--- src/rtl/cnn_pkg.sv ---
// Shared constants, derived index widths and sequencer state type for the SimpleCNN controller.
package cnn_pkg;
  localparam int IMG_W   = 28;
  localparam int K_W     = 5;
  localparam int N_KERN  = 8;
  localparam int POOL    = 2;
  localparam int CONV_W  = IMG_W - K_W + 1;
  localparam int FC_IN   = N_KERN * (CONV_W / POOL) * (CONV_W / POOL);
  localparam int N_CLASS = 10;

  localparam int KERN_W = $clog2(N_KERN);
  localparam int ROW_W  = $clog2(CONV_W);
  localparam int CLS_W  = $clog2(N_CLASS);
  localparam int IDX_W  = $clog2(FC_IN);

  typedef enum logic [2:0] {
    S_IDLE,
    S_CONV,
    S_CONV_WAIT,
    S_FC,
    S_RES_WAIT,
    S_DONE
  } seq_state_t;
endpackage

--- src/rtl/cnn_nest_counter.sv ---
// Two- or three-level wrapping index counter; digit 0 is outermost, the innermost digit moves fastest.
module cnn_nest_counter #(
  parameter int LEVELS = 3,
  parameter int N0 = 2,
  parameter int N1 = 2,
  parameter int N2 = 2,
  parameter int W0 = 1,
  parameter int W1 = 1,
  parameter int W2 = 1
) (
  input  logic                                          clk_i,
  input  logic                                          rst_ni,
  input  logic                                          clr_i,
  input  logic                                          adv_i,
  output logic [W0+W1+((LEVELS == 3) ? W2 : 0)-1:0]     idx_o,
  output logic                                          last_o
);
  logic [W0-1:0] d0_q;
  logic [W1-1:0] d1_q;
  logic          l0, l1, lo_last, adv1;

  assign l0 = (d0_q == W0'(N0 - 1));
  assign l1 = (d1_q == W1'(N1 - 1));

  always_ff @(posedge clk_i or negedge rst_ni) begin
    if (!rst_ni) begin
      d0_q <= '0;
      d1_q <= '0;
    end else if (clr_i) begin
      d0_q <= '0;
      d1_q <= '0;
    end else if (adv1) begin
      d1_q <= l1 ? '0 : d1_q + 1'b1;
      if (l1) d0_q <= l0 ? '0 : d0_q + 1'b1;
    end
  end

  if (LEVELS == 3) begin : g_three
    logic [W2-1:0] d2_q;
    logic          l2;

    assign l2 = (d2_q == W2'(N2 - 1));

    always_ff @(posedge clk_i or negedge rst_ni) begin
      if (!rst_ni)     d2_q <= '0;
      else if (clr_i)  d2_q <= '0;
      else if (adv_i)  d2_q <= l2 ? '0 : d2_q + 1'b1;
    end

    assign adv1    = adv_i && l2;
    assign lo_last = l2;
    assign idx_o   = {d0_q, d1_q, d2_q};
  end else begin : g_two
    assign adv1    = adv_i;
    assign lo_last = 1'b1;
    assign idx_o   = {d0_q, d1_q};
  end

  assign last_o = l0 && l1 && lo_last;
endmodule

--- src/rtl/cnn_layer_sequencer.sv ---
// Image-pass controller: conv ops, FC ops, class-score argmax. Define CNN_SEQ_PERF_EN for stall/busy counters.
module cnn_layer_sequencer
  import cnn_pkg::*;
#(
  parameter int DATA_W = 32
) (
  input  logic                     clk,
  input  logic                     rst,
  input  logic                     start,
  output logic                     busy,
  output logic                     done,
  output logic                     conv_valid,
  input  logic                     conv_ready,
  output logic [KERN_W-1:0]        conv_kern,
  output logic [ROW_W-1:0]         conv_row,
  output logic [ROW_W-1:0]         conv_col,
  input  logic                     conv_idle,
  output logic                     fc_valid,
  input  logic                     fc_ready,
  output logic [CLS_W-1:0]         fc_class,
  output logic [IDX_W-1:0]         fc_idx,
  output logic                     fc_first,
  output logic                     fc_last,
  input  logic                     res_valid,
  input  logic signed [DATA_W-1:0] res_data,
  output logic [CLS_W-1:0]         pred_class,
  output logic signed [DATA_W-1:0] pred_score
`ifdef CNN_SEQ_PERF_EN
  ,
  output logic [31:0]              perf_stall,
  output logic [31:0]              perf_total
`endif
);
  localparam logic signed [DATA_W-1:0] MOST_NEG = {1'b1, {(DATA_W-1){1'b0}}};

  seq_state_t                  state_q, state_d;
  logic [CLS_W-1:0]            res_cnt_q, res_cnt_d;
  logic signed [DATA_W-1:0]    best_q, best_d, pred_score_q;
  logic [CLS_W-1:0]            best_cls_q, best_cls_d, pred_class_q;
  logic [KERN_W+2*ROW_W-1:0]   conv_idx;
  logic [CLS_W+IDX_W-1:0]      fc_cnt;
  logic                        conv_all_last, fc_all_last;
  logic                        start_acc, conv_hs, fc_hs, res_take;

  assign start_acc  = (state_q == S_IDLE) && start;
  assign conv_valid = (state_q == S_CONV);
  assign fc_valid   = (state_q == S_FC);
  assign conv_hs    = conv_valid && conv_ready;
  assign fc_hs      = fc_valid && fc_ready;
  assign busy       = (state_q != S_IDLE) && (state_q != S_DONE);
  assign done       = (state_q == S_DONE);
  assign res_take   = res_valid && ((state_q == S_FC) || (state_q == S_RES_WAIT))
                      && (res_cnt_q != CLS_W'(N_CLASS));

  cnn_nest_counter #(
    .LEVELS(3), .N0(N_KERN), .N1(CONV_W), .N2(CONV_W),
    .W0(KERN_W), .W1(ROW_W), .W2(ROW_W)
  ) u_conv_cnt (
    .clk_i(clk), .rst_ni(rst), .clr_i(start_acc), .adv_i(conv_hs),
    .idx_o(conv_idx), .last_o(conv_all_last)
  );

  cnn_nest_counter #(
    .LEVELS(2), .N0(N_CLASS), .N1(FC_IN), .N2(1),
    .W0(CLS_W), .W1(IDX_W), .W2(1)
  ) u_fc_cnt (
    .clk_i(clk), .rst_ni(rst), .clr_i(start_acc), .adv_i(fc_hs),
    .idx_o(fc_cnt), .last_o(fc_all_last)
  );

  assign conv_kern = conv_idx[2*ROW_W +: KERN_W];
  assign conv_row  = conv_idx[ROW_W +: ROW_W];
  assign conv_col  = conv_idx[0 +: ROW_W];
  assign fc_class  = fc_cnt[IDX_W +: CLS_W];
  assign fc_idx    = fc_cnt[0 +: IDX_W];
  assign fc_first  = fc_valid && (fc_idx == '0);
  assign fc_last   = fc_valid && (fc_idx == IDX_W'(FC_IN - 1));

  // Strictly-greater update keeps the lowest class on ties.
  always_comb begin
    res_cnt_d  = res_cnt_q;
    best_d     = best_q;
    best_cls_d = best_cls_q;
    if (start_acc) begin
      res_cnt_d  = '0;
      best_d     = MOST_NEG;
      best_cls_d = '0;
    end else if (res_take) begin
      res_cnt_d = res_cnt_q + 1'b1;
      if (res_data > best_q) begin
        best_d     = res_data;
        best_cls_d = res_cnt_q;
      end
    end
  end

  always_comb begin
    state_d = state_q;
    unique case (state_q)
      S_IDLE:      if (start) state_d = S_CONV;
      S_CONV:      if (conv_hs && conv_all_last) state_d = S_CONV_WAIT;
      S_CONV_WAIT: if (conv_idle) state_d = S_FC;
      S_FC:        if (fc_hs && fc_all_last) state_d = S_RES_WAIT;
      S_RES_WAIT:  if (res_cnt_d == CLS_W'(N_CLASS)) state_d = S_DONE;
      S_DONE:      state_d = S_IDLE;
      default:     state_d = S_IDLE;
    endcase
  end

  always_ff @(posedge clk or negedge rst) begin
    if (!rst) begin
      state_q      <= S_IDLE;
      res_cnt_q    <= '0;
      pred_class_q <= '0;
      pred_score_q <= '0;
    end else begin
      state_q   <= state_d;
      res_cnt_q <= res_cnt_d;
      if ((state_q == S_RES_WAIT) && (state_d == S_DONE)) begin
        pred_class_q <= best_cls_d;
        pred_score_q <= best_d;
      end
    end
  end

  always_ff @(posedge clk) begin
    best_q     <= best_d;
    best_cls_q <= best_cls_d;
  end

  assign pred_class = pred_class_q;
  assign pred_score = pred_score_q;

`ifdef CNN_SEQ_PERF_EN
  function automatic logic [31:0] sat_inc(input logic [31:0] v);
    return (v == '1) ? v : v + 32'd1;
  endfunction

  logic [31:0] perf_stall_q, perf_total_q;

  always_ff @(posedge clk or negedge rst) begin
    if (!rst) begin
      perf_stall_q <= '0;
      perf_total_q <= '0;
    end else if (start_acc) begin
      perf_stall_q <= '0;
      perf_total_q <= '0;
    end else begin
      if (busy) perf_total_q <= sat_inc(perf_total_q);
      if ((conv_valid && !conv_ready) || (fc_valid && !fc_ready))
        perf_stall_q <= sat_inc(perf_stall_q);
    end
  end

  assign perf_stall = perf_stall_q;
  assign perf_total = perf_total_q;
`endif
endmodule

--- config.mk ---
export PLATFORM = sky130hd
export DESIGN_NAME = cnn_layer_sequencer
export DESIGN_NICKNAME = d
export VERILOG_FILES = /design/src/rtl/cnn_pkg.sv /design/src/rtl/cnn_nest_counter.sv /design/src/rtl/cnn_layer_sequencer.sv
export SDC_FILE = /design/constraint.sdc
export NUM_CORES = 1
export LEC_CHECK = 0
export CORE_MARGIN = 2
export CORE_UTILIZATION = 50
export CTS_CLUSTER_SIZE = 40
export DETAILED_ROUTE_END_ITERATION = 16
export PLACE_DENSITY = 0.8
export SYNTH_ARGS = -nofsm -noshare
export SYNTH_HDL_FRONTEND = slang
export SYNTH_SLANG_ARGS = --single-unit
--- constraint.sdc ---
create_clock -name clk -period 2.7 [get_ports clk]
set_input_delay 0.675 -clock clk [delete_from_list [all_inputs] [get_ports clk]]
set_output_delay 0.675 -clock clk [all_outputs]
set_load 0.02 [all_outputs]
==> impl_metrics.toml, run 1 <==
[detailed_routing]
drc = 0
first_iter_violations = 301
ant_nets = 0
first_pass_iters = 6
vias = 5099
routed_wl_um = 15200
routedWlPerCell_um = 17.2
via_per_inst = 5.77

[outcome]
violations = "negative setup slack"
outcome = "finished, violations left"

[placed_design]
portBuffers = 108
gp_congestion = 0.827
dp_hpwl_um = 9430
placed_area_mm2 = 0.00682

[synth]
post_synth_num_cell_types = 52
ys_warn_count = 0
synth_edf_count = 0
synth_area_mm2 = 0.00536
synth_seq_area_share_pct = 46.6
synth_cells = 597
avgSynthCellArea_um2 = 8.98
ys_ff_latch = 107
async_flop_share_pct = 66.4
synth_nets = 678
ys.flop_type = "dfrtp_1"

[grt]
antenna_found_initial = 0
first_global_vias = 4914
grt_pass1_wl_um = 22700
grt.overflow.total = 0
grt_max_degree = 72
grt_usage_pct = 24.6

[layout]
layout_commonest_cell = "clkdlybuf4s50_1"
diodes = 0
layout-drive-gt1-share_pct = 19.4
stdcell_area_mm2 = 0.00761
final_cell_mix = "clkdlybuf4s50_1 (77), nand2_1 (72), dfrtp_1 (69)"
fin_nets = 823
area_delta_synth_final_pct = 41.9

[clock_network]
cts.sinks = 107
clkSlewWorstSetupHoldPaths_ns = 0.10
htreeDepth = 3
cts_tree = "yes"
cts_made_buffers = 9
cts_hold_buf = 0
cts_root_buf = "clkbuf_8"
clkLatencyLatePin_ns = 0.37
cts_buffer_depth = 2

[timing]
period_share_pct = 101
fmax_mhz = 366
setup_violations = 1
maxSlewViolCount = 0
fin_crit_ns = 2.73
finalClockSkew_ns = 0.0141
hold_violations = 0
relSlewSlack_pct = 62.8
setup_slack_ns = -0.0336
tightest_slew_ns = 0.556

[floorplanning]
die_area_mm2 = 0.0116
ios = 109
start_util_pct = 51.7
rows = 37
die_h_um = 108
fp.dieW_um = 108
core_mm2 = 0.0104

[critical_path]
reg2regPathDepth = 11
crit_type = "input port to flop"
crit_fanout = 7
cp.arrival_ns = 3.02
required_ns = 2.99
endpoint_kind = "flop"
cp-start-kind = "input port"

[pwr]
powerDensity_mw_per_mm2 = 451
p_total_mw = 3.43
cellLeakagePower_nw = 3.18
ir_drop_v = 0.000539

[hold_path]
min_path_type = "input port to async pin"

[run]
cap_violations = 0
[per-layer routing]
layer  share of wire [%]  up-vias  global-route usage, %
li1                    -     2368                      -
met3                 5.6       48                   5.02
met4                 3.4        0                   8.70
met5                   0        -                      0
met2                  51      185                   44.2
met1                  40     2498                   28.9
[logic make-up after synthesis]
kind of cell	share of synthesized area, %
adders and majority gates	9.80
muxes	1.70
buffers and inverters	5.44
AOI/OAI and AO/OA	14.4
DFF	46.6
and+or+nand+nor	20.4
xor gates and xnor gates	1.63
[synthesized netlist by cell type, drive strengths merged (2+ instances only)]
cell type,number,area [um^2]
nor2b,3,18.8
dfxtp,36,721
dfrtp,71,1780
nand2b,4,25.0
o211ai,5,37.5
or2,2,12.5
and3b,2,18.8
nand4,13,81.3
inv,38,143
buf,16,104
ha,42,526
o21ai,16,80.1
nand3,5,25.0
nor3,9,45.0
nor4b,2,17.5
or3b,2,17.5
nor3b,6,61.3
nand2,98,368
xor2,6,52.6
and4,4,35.0
and2,4,25.0
clkbuf,12,45.0
nor2,61,229
and3,7,43.8
xnor2,4,35.0
mux2i,8,80.1
a21o,2,15.0
or3,3,18.8
a21oi,63,315
a31oi,37,231
nor4,2,27.5
[sequential cells by signal (all words and copies together), names as in the netlist]
signal,cells
best_cls_q,4
best_q,32
pred_class,4
pred_score,32
res_cnt_q,4
state_q,3
u_conv_cnt.d0_q,3
u_conv_cnt.d1_q,5
u_conv_cnt.g_three.d2_q,5
u_fc_cnt.d0_q,4
u_fc_cnt.d1_q,11
[final cells by class]
| type | count | area, um^2 |
|---|---|---|
| clock buffers | 12 | 145 |
| repair buffers | 162 | 1630 |
| flip-flops and latches | 107 | 2500 |
| fillers | 720 | 2760 |
| inverters | 38 | 143 |
| multi-input cells | 424 | 2950 |
| clock inverters | 4 | 73.8 |
| well taps | 136 | 170 |
[through the flow]
| step | hold slack [ns] | worst slack, ns | std cells | util [%] | TNS, ns |
|---|---|---|---|---|---|
| floorplan | 0.379 | 0.00290 | 597 | - | 0 |
| global placement | 0.451 | -0.488 | 852 | 65.8 | -32.15 |
| detailed placement | 0.462 | -0.629 | 852 | 65.8 | -37.98 |
| CTS | 0.316 | 0.00638 | 877 | 70.0 | 0 |
| global route | 0.310 | -0.0955 | 883 | 73.4 | -1.07 |
| finish | 0.295 | -0.0336 | 883 | 73.4 | -0.0336 |
[what timing repair did]
item | in CTS | in global routing
pin swaps | 34 | 41
gates cloned | 2 | 2
setup endpoints to repair | 74 | 70
setup buffers | 7 | 4
resized for setup | 53 | 82
[critical path, cell delays in order]
cell and delay [ns]:
clkdlybuf4s15_1 0.20, ha_1 0.32, nand4_1 0.14, buf_4 0.15, nor2_1 0.05, o2bb2ai_2 0.12, o41a_1 0.40, o211ai_1 0.22
buf_4 0.17, buf_6 0.12, buf_16 0.14, nand2_2 0.07, a21oi_1 0.22
[final timing paths]
check,from,endpoint,slack (ns)
setup / recovery,res_data[13],best_q[15],-0.03
hold / removal,rst,u_conv_cnt.g_three.d2_q[1],0.29
setup reg to reg,best_q[11],best_q[15],0.05
hold reg to reg,best_q[4],pred_score[4],0.48
max in group asynchronous,rst,u_fc_cnt.d1_q[0],2.04
min in group clk,best_q[4],pred_score[4],0.48
[where the power goes]
part | total (mW) | internal, mW | switching [mW]
logic | 0.623 | 0.291 | 0.333
clock network | 1.09 | 0.551 | 0.541
registers | 1.72 | 1.65 | 0.0637
No activity file was read; power rests on OpenSTA's default activity.
==> run 2: changes to the inputs <==
--- a/config.mk
+++ b/config.mk
@@ -6,10 +6,10 @@
 export NUM_CORES = 1
 export LEC_CHECK = 0
 export CORE_MARGIN = 2
-export CORE_UTILIZATION = 50
+export CORE_UTILIZATION = 40
 export CTS_CLUSTER_SIZE = 40
 export DETAILED_ROUTE_END_ITERATION = 16
-export PLACE_DENSITY = 0.8
+export PLACE_DENSITY = 0.67
 export SYNTH_ARGS = -nofsm -noshare
 export SYNTH_HDL_FRONTEND = slang
 export SYNTH_SLANG_ARGS = --single-unit
==> run 2 against run 1 <==
  * The flow now finishes without violations
  * Critical endpoint is now pred_score[14]
  * Clock power rose by 22%
  * Clock skew down 0.0023 ns
  * Critical path depth down 2
  * Highest routed layer unchanged
  * Largest power group unchanged
==> impl_metrics.toml, run 2 (synthesis gave the netlist of run 1 again) <==
[critical_path]
required_ns = 2.93
cp.arrival_ns = 2.91
crit_type = "input port to flop"
crit_start = "res_data[30]"
reg2regPathDepth = 11
r2r_end = "pred_score[14]"
regToRegStartpoint = "best_q[11]"
endpoint_kind = "flop"
cp-start-kind = "input port"
reg2reg_slack_ns = 0.18
crit_fanout = 7

[clock_network]
cts_root_buf = "clkbuf_16"
cts_made_buffers = 9
cts_hold_buf = 0
cts_tree = "yes"
htreeDepth = 3
cts_buffer_depth = 2
clkSlewWorstSetupHoldPaths_ns = 0.07
cts.sinks = 107
clkLatencyLatePin_ns = 0.35

[detailed_routing]
ant_nets = 0
via_per_inst = 5.32
vias = 4826
first_iter_violations = 284
routedWlPerCell_um = 15.6
routed_wl_um = 14100
drc = 0
first_pass_iters = 4

[floorplanning]
die_h_um = 120
fp.dieW_um = 120
ios = 109
rows = 42
core_mm2 = 0.0132
start_util_pct = 40.7
die_area_mm2 = 0.0143

[timing]
setup-tns-final_ns = 0
hold_violations = 0
fmax_mhz = 373
period_share_pct = 99.4
tightest_slew_ns = 0.510
finalClockSkew_ns = 0.0119
fin_crit_ns = 2.68
whs_ns = 0.294
setup_violations = 0
maxSlewViolCount = 0
relSlewSlack_pct = 65.9

[grt]
first_global_vias = 4835
antenna_found_initial = 0
grt.overflow.total = 0
grt_max_degree = 39
grt_pass1_wl_um = 23000
grt_usage_pct = 19.8

[layout]
layout_commonest_cell = "nand2_1"
area_delta_synth_final_pct = 42.0
final_cell_mix = "nand2_1 (79), clkdlybuf4s50_1 (73), dfrtp_1 (69)"
nFillCells = 1141
final_cells = 907
layout-drive-gt1-share_pct = 16.3
diodes = 0
fin_nets = 808
utilization_pct = 57.8

[pwr]
powerDensity_mw_per_mm2 = 478
cellLeakagePower_nw = 3.25
ir_drop_v = 0.000445

[outcome]
outcome = "completed"

[placed_design]
portBuffers = 108
dp_cells = 882
gp_congestion = 0.814
dp_hpwl_um = 9340

[run]
cap_violations = 0

[hold_path]
min_path_type = "input port to async pin"
==> run 2: changes by cell type in the layout (fill, tap and decap cells not counted), moves of 7 or more <==
cell / before / now
buf_4: 36 / 23
clkbuf_16: 2 / 10
clkbuf_8: 10 / 0
dlymetal6s2s_1: 4 / 17
nand2_1: 72 / 79
==> run 2: how the worst max path moves through the flow <==
stage	end	slack (ns)	depth (start not counted)
after CTS	pred_score[18]	-0.07	12
after detailed placement	pred_class[0]	-0.63	10
after global placement	pred_class[1]	-0.52	10
after floorplan	pred_class[2]	0.003	10
after global routing	pred_score[14]	-0.03	12
final	pred_score[14]	0.02	11
==> run 2: timing repair <==
item / 4_1_cts / 5_1_grt
gates resized for setup: 37 / 74
hold endpoints to repair: 0 / 0
cloned: 3 / 1
pin swaps: 39 / 45
endpoints found under the setup margin: 74 / 73
buffers inserted: 5 / 3
==> run 2: final cells by class <==
type | instances | area [um^2] | area share (%)
well taps | 176 | 220 | 2.89
clock inverters | 6 | 65.1 | 0.854
repair buffers | 147 | 1580 | 20.7
clock buffers | 9 | 225 | 2.96
flip-flops and latches | 107 | 2500 | 32.8
multi-input cells | 424 | 2880 | 37.9
inverters | 38 | 143 | 1.87
==> run 2: metal layers <==
metal / track usage, % / wire [um] / part of all wire [%] / vias up
met4: 7.94 / 299 / 2.1 / 0
met2: 33.2 / 6900 / 49 / 142
met5: 0 / 0 / 0 / -
li1: - / - / - / 2332
met3: 3.23 / 688 / 4.9 / 27
met1: 25.7 / 6220 / 44 / 2325
==> run 2: critical path: stages <==
cell,delay (ns)
dlygate4sd2_1,0.26
ha_1,0.32
nand4_1,0.24
nor4_2,0.34
buf_4,0.17
o41a_1,0.18
o211ai_1,0.11
buf_4,0.21
clkbuf_16,0.17
nand2_1,0.11
a31oi_1,0.10
==> run 2: stage by stage <==
step / area [um^2] / power, mW / setup WS [ns]
global route: 7620 / 3.80 / -0.0265
floorplan: 5360 / 2.03 / 0.00290
global placement: 6850 / 2.30 / -0.519
finish: 7620 / 3.64 / 0.0160
detailed placement: 6850 / 2.32 / -0.634
CTS: 7340 / 3.65 / -0.0660
==> run 2: report_power, final <==
part	total (mW)	switching [mW]	internal, mW
Combinational	0.592	0.314	0.278
Sequential	1.72	0.0702	1.65
Clock	1.33	0.610	0.717
Total	3.64	0.994	2.65
==> run 3: changes to the inputs <==
==> constraint.sdc (replaced) <==
create_clock -name clk -period 2.7 [get_ports clk]
set_input_delay 0.675 -clock clk [delete_from_list [all_inputs] [get_ports clk]]
set_output_delay 0.675 -clock clk [all_outputs]
set_load 0.1 [all_outputs]
==> run 3 against run 2 <==
  * The run now ends with negative setup slack left
  * Clock skew decreased by 0.0033 ns
  * Clock power about the same
  * Worst hold slack improved by 0.057 ns
  * Flip-flop and latch count unchanged
  * Cell count increased by 1.1%
  * Sequential power about the same
  * Wire length increased by 6.6%
  * Combinational power increased by 49%
  * Die area unchanged
  * Critical path type unchanged
  * Critical endpoint is now pred_score[30]
  * Highest routed layer unchanged
==> impl_metrics.toml, run 3 (synthesis gave the netlist of run 1 again) <==
[outcome]
outcome = "finished, violations left"
violations = "negative setup slack"

[critical_path]
cp_slowest_stage_delay_ns = 0.35
critPathSlowestCell = "nor4_2"
cp-start-kind = "input port"
crit_buf_inv = 6
crit_type = "input port to flop"
crit_family = "buffers and inverters"
cpMostUsedCell = "buf_4"
required_ns = 2.96
crit_fanout = 5
endpoint_kind = "flop"
crit_chain = "dlygate4sd2_1, ha_4, buf_4, nand4_1, nor4_2, buf_4, o41a_1, o211a_4, buf_12, buf_8, buf_16, nand2_2, a31oi_1"
cp.arrival_ns = 3.04

[detailed_routing]
first_pass_iters = 5
vias = 4906
ant_nets = 0
drc = 0
via_per_inst = 5.35
routed_wl_um = 15000
routedWlPerCell_um = 16.4
first_iter_violations = 415

[grt]
grt_usage_pct = 19.8
grt_max_degree = 73
antenna_found_initial = 0
first_global_vias = 4732
grt.overflow.total = 0
grt_pass1_wl_um = 22900

[pwr]
p_total_mw = 3.93
switching_share_pct = 32.0
pwr-share-seq_pct = 43.8
pwr-share-clk_pct = 33.8
p_sw_mw = 1.26
cellLeakagePower_nw = 3.35
internal_power_mw = 2.67
combPwrFrac_pct = 22.4
ir_drop_v = 0.000903
powerDensity_mw_per_mm2 = 515

[layout]
diodes = 0
layout_commonest_cell = "buf_4"
stdcell_area_mm2 = 0.00762
area_delta_synth_final_pct = 42.1
layout-drive-gt1-share_pct = 27.8
utilization_pct = 57.8
fin_nets = 817
final_cell_mix = "buf_4 (94), nand2_1 (78), dfrtp_1 (63)"
nFillCells = 1082

[timing]
setup_violations = 1
relSlewSlack_pct = 56.8
setup_slack_ns = -0.0785
fin_crit_ns = 2.78
maxSlewViolCount = 0
tightest_slew_ns = 0.648
fmax_mhz = 360
period_share_pct = 103
finalClockSkew_ns = 0.00853
hold_violations = 0

[floorplanning]
die_h_um = 120
die_area_mm2 = 0.0143
rows = 42
ios = 109
core_mm2 = 0.0132
fp.dieW_um = 120
start_util_pct = 40.7

[clock_network]
cts_buffer_depth = 2
cts.sinks = 107
cts_made_buffers = 9
cts_tree = "yes"
clkLatencyLatePin_ns = 0.35
cts_root_buf = "clkbuf_16"
htreeDepth = 3
clkSlewWorstSetupHoldPaths_ns = 0.07

[placed_design]
placed_area_mm2 = 0.00668
gp_congestion = 0.834
portBuffers = 108
dp_hpwl_um = 9420
place_ws_ns = -0.575

[hold_path]
min_path_type = "input port to async pin"

[run]
cap_violations = 0
run 3: worst paths after layout:
| path | startpoint | to | slack (ns) | depth (start not counted) |
|---|---|---|---|---|
| setup / recovery | res_data[21] | pred_score[30] | -0.08 | 13 |
| hold / removal | rst | pred_score[11] | 0.35 | 1 |
| setup reg to reg | best_q[8] | pred_score[30] | 0.09 | 12 |
| hold reg to reg | best_cls_q[2] | best_cls_q[2] | 0.47 | 2 |
| max in group asynchronous | rst | pred_score[28] | 1.75 | 2 |
| min in group clk | best_cls_q[2] | best_cls_q[2] | 0.47 | 2 |
run 3: stage by stage:
step | instances | TNS [ns] | hold slack [ns]
6_report | 917 | -0.0785 | 0.351
5_1_grt | 917 | -5.01 | 0.395
4_1_cts | 913 | 0 | 0.369
3_5_place_dp | 884 | -36.39 | 0.463
3_3_place_gp | 884 | -33.40 | 0.451
2_1_floorplan | 597 | -1.86 | 0.379
run 3: final cells by class:
cell class                      count  area [um^2]  area share (%)
Inverter                           38          143            1.87
Timing Repair Buffer              156         1510            19.9
Tap cell                          176          220            2.89
Sequential cell                   107         2510            32.9
Multi-Input combinational cell    424         2950            38.7
Clock inverter                      2         37.5           0.492
Clock buffer                       14          254            3.33
run 3: power by group through the flow:
stage / logic, mW / registers [mW] / clock network, mW
5_1_grt: 0.944 / 1.73 / 1.42
3_3_place_gp: 0.837 / 1.75 / 0
6_report: 0.880 / 1.72 / 1.33
2_1_floorplan: 0.330 / 2.00 / 0
4_1_cts: 0.863 / 1.72 / 1.34
3_5_place_dp: 0.852 / 1.75 / 0
run 3: what timing repair did:
action | in CTS | in global routing
pin swaps | 33 | 42
gates resized for setup | 49 | 67
setup endpoints to repair | 72 | 72
gates cloned | 4 | 5
buffers inserted | 9 | 1
hold buffers | 0 | 0
run 3: layer usage:
metal,routed length (um),vias up,track usage (%)
li1,-,2350,-
met1,6400,2372,25.2
met2,7340,152,33.0
met3,866,32,3.47
met4,443,0,8.82
met5,0,-,0
